--- src/rtl/cat_recognizer_sequencer.sv ---
// Cat recognizer sequencer: walks pixel/weight memories, accumulates the dot
// product, adds a bias and emits a one-bit cat decision.
//
// Ports:
//   clk, rst            clock, synchronous active-high reset
//   start               one-cycle pulse that starts a pass (ignored while busy)
//   num_words, bias     pass length and signed bias, latched on start
//   busy, done          pass in progress / one-cycle completion pulse
//   result, score       decision (score > 0) and signed acc + bias, held
//   mem_rd_en, mem_addr read request and address to both memories
//   mem_gnt             arbiter grant (APB has priority)
//   pixel_rdata         pixel word, valid the cycle after a granted read
//   weight_rdata        weight word, same timing as pixel_rdata
module cat_recognizer_sequencer #(
  parameter int Amba_Word        = 24,
  parameter int Amba_Addr_Depth  = 13,
  parameter int Weight_precision = 5,
  localparam int ACC_W = 8 + Weight_precision + 2 + Amba_Addr_Depth
) (
  input  logic                       clk,
  input  logic                       rst,
  input  logic                       start,
  input  logic [Amba_Addr_Depth-1:0] num_words,
  input  logic [Amba_Word-1:0]       bias,
  output logic                       busy,
  output logic                       done,
  output logic                       result,
  output logic signed [ACC_W:0]      score,
  output logic                       mem_rd_en,
  output logic [Amba_Addr_Depth-1:0] mem_addr,
  input  logic                       mem_gnt,
  input  logic [Amba_Word-1:0]       pixel_rdata,
  input  logic [Amba_Word-1:0]       weight_rdata
);

  localparam int AD = Amba_Addr_Depth;
  localparam int AW = Amba_Word;
  localparam int WP = Weight_precision;
  localparam int SW = ACC_W + 1;

  typedef enum logic [1:0] {
    IDLE,
    FETCH,
    DRAIN,
    DECIDE
  } state_t;

  state_t state_q, state_d;

  logic [AD-1:0] num_q, num_d;
  logic [AD-1:0] addr_q, addr_d;
  logic [AW-1:0] bias_q, bias_d;
  logic signed [ACC_W-1:0] acc_q, acc_d;
  logic rd_valid_q, rd_valid_d;
  logic done_q, done_d;
  logic result_q, result_d;
  logic signed [SW-1:0] score_q, score_d;

  logic signed [ACC_W-1:0] pix_ext;
  logic signed [ACC_W-1:0] wt_ext;
  logic signed [ACC_W-1:0] word_sum;
  logic signed [SW-1:0] bias_ext;
  logic signed [SW-1:0] acc_ext;
  logic signed [SW-1:0] sum;
  logic last;
  logic unused_wt_bits;

  // weight bits above the three packed weights carry no data
  assign unused_wt_bits = ^weight_rdata[AW-1:3*WP];

  // pixels are unsigned, so zero-extend before the signed multiply
  always_comb begin
    pix_ext  = '0;
    wt_ext   = '0;
    word_sum = '0;
    for (int k = 0; k < 3; k++) begin
      pix_ext = {{(ACC_W-8){1'b0}}, pixel_rdata[8*k +: 8]};
      wt_ext  = {{(ACC_W-WP){weight_rdata[WP*k+WP-1]}},
                 weight_rdata[WP*k +: WP]};
      word_sum = word_sum + pix_ext * wt_ext;
    end
  end

  assign bias_ext = {{(SW-AW){bias_q[AW-1]}}, bias_q};
  assign acc_ext  = {acc_q[ACC_W-1], acc_q};
  assign sum      = acc_ext + bias_ext;
  assign last     = (addr_q == num_q - 1'b1);

  always_comb begin
    state_d    = state_q;
    num_d      = num_q;
    bias_d     = bias_q;
    addr_d     = addr_q;
    acc_d      = acc_q;
    rd_valid_d = 1'b0;
    done_d     = 1'b0;
    result_d   = result_q;
    score_d    = score_q;
    mem_rd_en  = 1'b0;

    // data returns one cycle after its grant, including in DRAIN
    if (rd_valid_q) begin
      acc_d = acc_q + word_sum;
    end

    unique case (state_q)
      IDLE: begin
        if (start) begin
          num_d   = num_words;
          bias_d  = bias;
          acc_d   = '0;
          addr_d  = '0;
          state_d = (num_words == '0) ? DECIDE : FETCH;
        end
      end
      FETCH: begin
        mem_rd_en = 1'b1;
        if (mem_gnt) begin
          rd_valid_d = 1'b1;
          if (last) begin
            state_d = DRAIN;
          end else begin
            addr_d = addr_q + 1'b1;
          end
        end
      end
      DRAIN: begin
        state_d = DECIDE;
      end
      DECIDE: begin
        score_d  = sum;
        result_d = !sum[SW-1] && (sum != '0);
        done_d   = 1'b1;
        state_d  = IDLE;
      end
      default: begin
        state_d = IDLE;
      end
    endcase
  end

  always_ff @(posedge clk) begin
    if (rst) begin
      state_q    <= IDLE;
      num_q      <= '0;
      addr_q     <= '0;
      bias_q     <= '0;
      acc_q      <= '0;
      rd_valid_q <= 1'b0;
      done_q     <= 1'b0;
      result_q   <= 1'b0;
      score_q    <= '0;
    end else begin
      state_q    <= state_d;
      num_q      <= num_d;
      addr_q     <= addr_d;
      bias_q     <= bias_d;
      acc_q      <= acc_d;
      rd_valid_q <= rd_valid_d;
      done_q     <= done_d;
      result_q   <= result_d;
      score_q    <= score_d;
    end
  end

  assign busy     = (state_q != IDLE);
  assign done     = done_q;
  assign result   = result_q;
  assign score    = score_q;
  assign mem_addr = addr_q;

endmodule
--- config.mk ---
export PLATFORM = sky130hd
export DESIGN_NAME = cat_recognizer_sequencer
export DESIGN_NICKNAME = d
export VERILOG_FILES = /design/src/rtl/cat_recognizer_sequencer.sv
export SDC_FILE = /design/constraint.sdc
export NUM_CORES = 1
export LEC_CHECK = 0
export ABC_AREA = 0
export ABC_CLOCK_PERIOD_IN_PS = 10400
export CAP_MARGIN = 0
export CORE_MARGIN = 3
export CORE_UTILIZATION = 40
export DETAILED_ROUTE_END_ITERATION = 10
export GPL_TIMING_DRIVEN = 0
export SLEW_MARGIN = 20
export SYNTH_ARGS = -nofsm -noshare
export SYNTH_HDL_FRONTEND = slang
export SYNTH_SLANG_ARGS = --single-unit
--- constraint.sdc ---
create_clock -name clk -period 10.4 [get_ports clk]
set_clock_uncertainty 0.2 [all_clocks]
set_input_delay 2.6 -clock clk [delete_from_list [all_inputs] [get_ports clk]]
set_output_delay 2.6 -clock clk [all_outputs]
set_load 0.02 [all_outputs]
=== Yosys cells after proc, flatten, opt, wreduce, memory -nomap -nowiden ===
Index checks and enable logic that the tools add are counted.

* Bits in latches: 0
* Memories kept: 0
* Flip-flop bits (word level): 112
* ROM bits: 0
* Bits in writable memories: 0
* Bits of input ports: 89

* Div/mod/pow operators: 0
* Multipliers: 3
* Magnitude comparators: 0
* Multiplexer cells: 15
* Add/subtract/negate cells: 6
* Shift-type cells: 0
* Bitwise gates (word level): 1
* Reductions and logical operators: 11
* Equality and inequality tests: 8

{| class="wikitable"
|+ Operators with widths
! cell !! number
|-
| 28-bit two-way mux || 3
|-
| 9-bit by 5-bit multiplier with 14-bit output || 3
|-
| 13-bit two-way mux || 3
|-
| 28-bit by 24-bit adder with 29-bit output || 1
|-
| 29-bit nonzero test || 1
|-
| 28-bit by 16-bit adder with 28-bit output || 1
|-
| 13-bit case mux with 2 select lines || 1
|-
| 15-bit by 14-bit adder with 16-bit output || 1
|-
| 14-bit by 14-bit adder with 15-bit output || 1
|-
| 13-bit by 1-bit adder with 13-bit output (second input constant) || 1
|-
| 13-bit == test || 1
|-
| 13-bit logical NOT || 1
|-
| 13-bit by 1-bit subtractor with 13-bit output (second input constant) || 1
|-
| 2-bit two-way mux || 4
|-
| 2-bit != test (second input constant) || 4
|-
| 2-bit case mux with 4 select lines || 1
|-
| 2-bit == test (second input constant) || 2
|-
| 4-bit AND reduction || 1
|-
| 2-bit nonzero test || 2
|-
| 1-bit two-way mux || 3
|-
| 3-bit AND reduction || 1
|-
| 2-bit by 1-bit == test with 1-bit output (second input constant) || 1
|-
| 2-bit logical NOT || 1
|-
| 2-bit AND reduction || 1
|-
| other kinds (4) || 4
|}

=== Depth between registers and ports, before layout ===
* Word-level depth: 7
* Depth in mapped cells: 25
* Depth with buffers taken out: 25

=== Least setup slack after synthesis ===
Ideal clock, no wire load.

* Kind: input-to-reg
* From: input port weight_rdata[11]
* To: register acc_q[24]
* Data arrival time: 8.218 ns
* Stages: 22
* Slack: 1.866 ns
* Buffers on the path: 1
* Cell sequence: clkbuf_1 nand2_1 fa_1 inv_1 fa_1 fa_1 fa_1 fa_1 inv_1 fa_1 inv_1 ha_1 a21o_1 a21oi_1 o21bai_1 a221o_1 o31ai_1 a21oi_1 a311oi_2 xor2_1 nor2_1 a31o_2

* Cells in the longest elaborated chain, start to end: 6

{| class="wikitable"
|+ RTL lines
! what !! line !! text
|-
| start: declaration || 33 || <nowiki>input logic [Amba_Word-1:0] weight_rdata</nowiki>
|-
| 9-bit by 5-bit multiplier with 14-bit output * || 80 || <nowiki>word_sum = word_sum + pix_ext * wt_ext;</nowiki>
|-
| 15-bit by 14-bit adder with 16-bit output * || 80 ||
|-
| 28-bit by 16-bit adder with 28-bit output * || 103 || <nowiki>acc_d = acc_q + word_sum;</nowiki>
|-
| 28-bit two-way mux * || 102 || <nowiki>if (rd_valid_q) begin</nowiki>
|-
| 28-bit two-way mux || 108 || <nowiki>if (start) begin</nowiki>
|-
| 28-bit two-way mux * || 106 || <nowiki>unique case (state_q)</nowiki>
|-
| end signal: assignment || 148 || <nowiki>acc_q <= '0;</nowiki>
|-
| end signal: assignment || 158 || <nowiki>acc_q <= acc_d;</nowiki>
|-
| end: declaration || 53 || <nowiki>logic signed [ACC_W-1:0] acc_q, acc_d;</nowiki>
|}

Every way passes the cells marked *; elsewhere a longest branch is shown, timed or not.
A chain may end at the register's enable or synchronous reset.

=== Final worst setup path ===
* From: input port weight_rdata[14]
* To: register acc_q[24]

Same word-level chain as after synthesis.

==> out/metrics.cfg <==
[route]
wl_per_cell_um = 15.52
final_antenna_net_count = 0
drtIter0Drc = 466
drt_pre_antenna_iters = 5
number_of_design_rule_violations_left_after_detail_routing = 0
vias_per_cell = 5.109
dr_total_vias = 9907
finalWirelength_mm = 30.10

[power]
post-layout-total-power_mw = 3.779
worst_vdd_rail_ir_drop_v = 0.0003822
p_leak_nw = 6.242
power_density_nw_per_um2 = 266.6

[logic_synthesis]
synthesized_area_fraction_occupied_by_ao_oa_aoi_and_oai_cells_pct = 12.77
synth.area.mux_share_pct = 3.694
netlist_cell_types = 78
synth_seq_area_share_pct = 18.49
synth-edff-count = 0
yosys-top-cells-area = fa_1, dfxtp_1, ha_1, inv_1, nand2_1
synth_top_family_by_area = adder cells
yosys.area.top_type_share_pct = 21.96
syn_nets = 1751
leading_register_cell_type_out_of_synthesis = dfxtp_1
synthAdderAreaFrac_pct = 34.34
syn_area_um2 = 12130
yosysTopAreaCell = fa_1
area_share_of_xor_xnor_cells_in_the_synthesized_design_pct = 5.273
yosys.area_share.simple_pct = 18.22
synth.ff_latch_count = 112
asyncSetResetFlopFracSynth_pct = 0
ys.warnings.count = 0
synthesis.area_per_instance_um2 = 8.606
post_synthesis_cell_count = 1409

[clocking]
tritoncts_clock_tree = built
cts.repair_timing.setup_buffer_count = 0
cts-hold-fix-buffers = 0
path_clk_slew_ps = 80
tritoncts.num_buffers = 9
clk_latency_ps = 360
cts_max_level = 3
clkSinkCount = 112
cts-root-buf = clkbuf_16
clock_path_buffers = 2

[sta]
final.setup.tns_ps = 0
hold_viol = 0
rsz0062_at_grt = false
timing_max_transition_violations_final = 0
setup_violations = 0
slew_headroom_pct = 33.18
tightestPinTransition_ps = 1001
period_needed_ps = 9742
fmaxAchievable_mhz = 102.7
fin_ws_ps = 658.3
final.period_utilization_pct = 93.67

[setup_path]
critPathSlowestCell = dlymetal6s2s_1
worstReg2RegStart = acc_q[4]
required_time_worst_endpoint_ps = 10460
ff_to_ff_setup_slack_ps = 4750
critical_path.top_delay_family = adder cells
setup.worst_path.end_class = flip-flop
r2r_end = acc_q[24]
criticalPathCategory = in2reg
crit_path_frequent_cell = fa_1
cp_cell_sequence = dlymetal6s2s_1, clkinvlp_4, nor2_1, ha_1, inv_1, fa_1, inv_1, fa_1, fa_1, fa_1, inv_1, fa_1, inv_1, ha_1, a21o_1, a21oi_1, o21bai_1, a221o_1, o31ai_1, a21oi_1, a311oi_2, xor2_1, nor2_1, a31o_2
worst-path-max-fanout = 15
ff2ff_path_depth = 19
crit_path_start_kind = input pin
critPathArrivalTime_ps = 9800
critical_path.max_stage_delay_ps = 740
buffers_plus_inverters_on_the_worst_setup_path = 6

[grt]
grt_first_pass_wirelength_mm = 50.29
grt.overflow.total = 0
grt_pass1_vias = 9631
grt_antenna_before_repair = 0
grt_util_all_layers_pct = 18.73
grt_max_degree = 19

[final_layout]
area.growth.synth_to_final_pct = 16.91
finalNetCount = 1886
drive_above_1_share_pct = 3.228
fin_util_pct = 47.58
layout_common_cells = inv_1, nand2_1, fa_1, nor2_1, clkdlybuf4s50_1
layout.cells.non_filler = 1939
layout_commonest_cell = inv_1
n_antenna_cell = 0

[placement]
pre_cts_slack_ps = -42.92
placer_congestion = 0.8254
post_dp_hpwl_mm = 25.44
dp_cells = 1923
port_buffers = 124

[min_path]
hold_path_stages = 2
worst_hold_startpoint = bias_q[20]
whs_endpoint = bias_q[20]
hold_path.class = reg2reg

[die]
dieArea_um2 = 32440
design.core.area_um2 = 29800
initial_core_util_pct = 40.69
die_y_extent_um = 180.1
chip_width_um = 180.1
ioPinCount = 135
rows = 63

[flow_run]
cap_viol_max_count = 0

[run_status]
run_status = finished, final reports clean

-- per-layer routing --
metal | global-route usage [%] | part of all wire, %
met2 | 31.37 | 48
met4 | 2.610 | 0.89
met3 | 2.685 | 3.8
met1 | 26.50 | 47
met5 | 0 | 0
-- worst min-delay path, cell delays in order (launching register included) --
cell     delay (ps)
dfxtp_1         320
nand2_1          50
a21oi_1          50
-- layout make-up --
type	count	area (um2)
sequential	112	2242
fill	2940	15620
clock buffer	11	252.7
clock inverter	5	62.56
timing repair buffer	124	1244
buffer	45	186.4
inverter	183	690.7
tap	390	488.0
multi-input combinational	1069	9010
-- cells by family after synthesis --
family | Yosys count
flip-flops | 112
AND/OR/NAND/NOR | 461
buffers and inverters | 228
XOR/XNOR | 73
adder cells (fa/ha/maj) | 253
multiplexers | 43
AO/OA/AOI/OAI | 239
-- sequential cells by signal (all words and copies together), names as in the netlist --
name	flops
acc_q	28
bias_q	24
done	1
mem_addr	13
num_q	13
rd_valid_q	1
result	1
score	29
state_q	2
-- worst max path at each step --
stage | start | cells after the start | end | slack (ps)
after floorplan | weight_rdata[11] | 22 | acc_q[24] | 1870
after global placement | weight_rdata[14] | 23 | acc_q[27] | -30
after detailed placement | weight_rdata[14] | 23 | acc_q[27] | -40
after CTS | weight_rdata[14] | 23 | acc_q[27] | 310
after global routing | weight_rdata[14] | 24 | acc_q[26] | 150
final | weight_rdata[14] | 24 | acc_q[24] | 660
-- cells in the mapped netlist (20+ instances only) --
library cell / count
nand2_1: 157
nor2_1: 124
clkbuf_1: 32
inv_1: 182
a21o_1: 23
nand3_1: 20
dfxtp_1: 112
xor2_1: 23
a21oi_1: 98
mux2i_1: 38
fa_1: 133
ha_1: 120
nor3_1: 25
o21ai_0: 25
xnor2_1: 50
and2_1: 51
-- what timing repair did --
action                                 in CTS  in global routing
endpoints found under the hold margin       0                  0
resized for setup                           0                  2
setup endpoints to repair                   0                  3
-- power by group --
group	total, mW	switching, mW	internal, mW	leakage (nW)
Sequential	0.544	0.0590	0.485	0.909
Combinational	2.87	1.61	1.25	5.18
Clock	0.367	0.165	0.201	0.148
-- metrics by stage --
step	instance area, um2	hold WS [ps]
after global placement	13850	250.0
after floorplan	12130	240.6
after CTS	14170	266.5
after detailed placement	13850	253.7
final	14180	265.5
after global routing	14180	292.5
(Power assumes the default switching activity.)
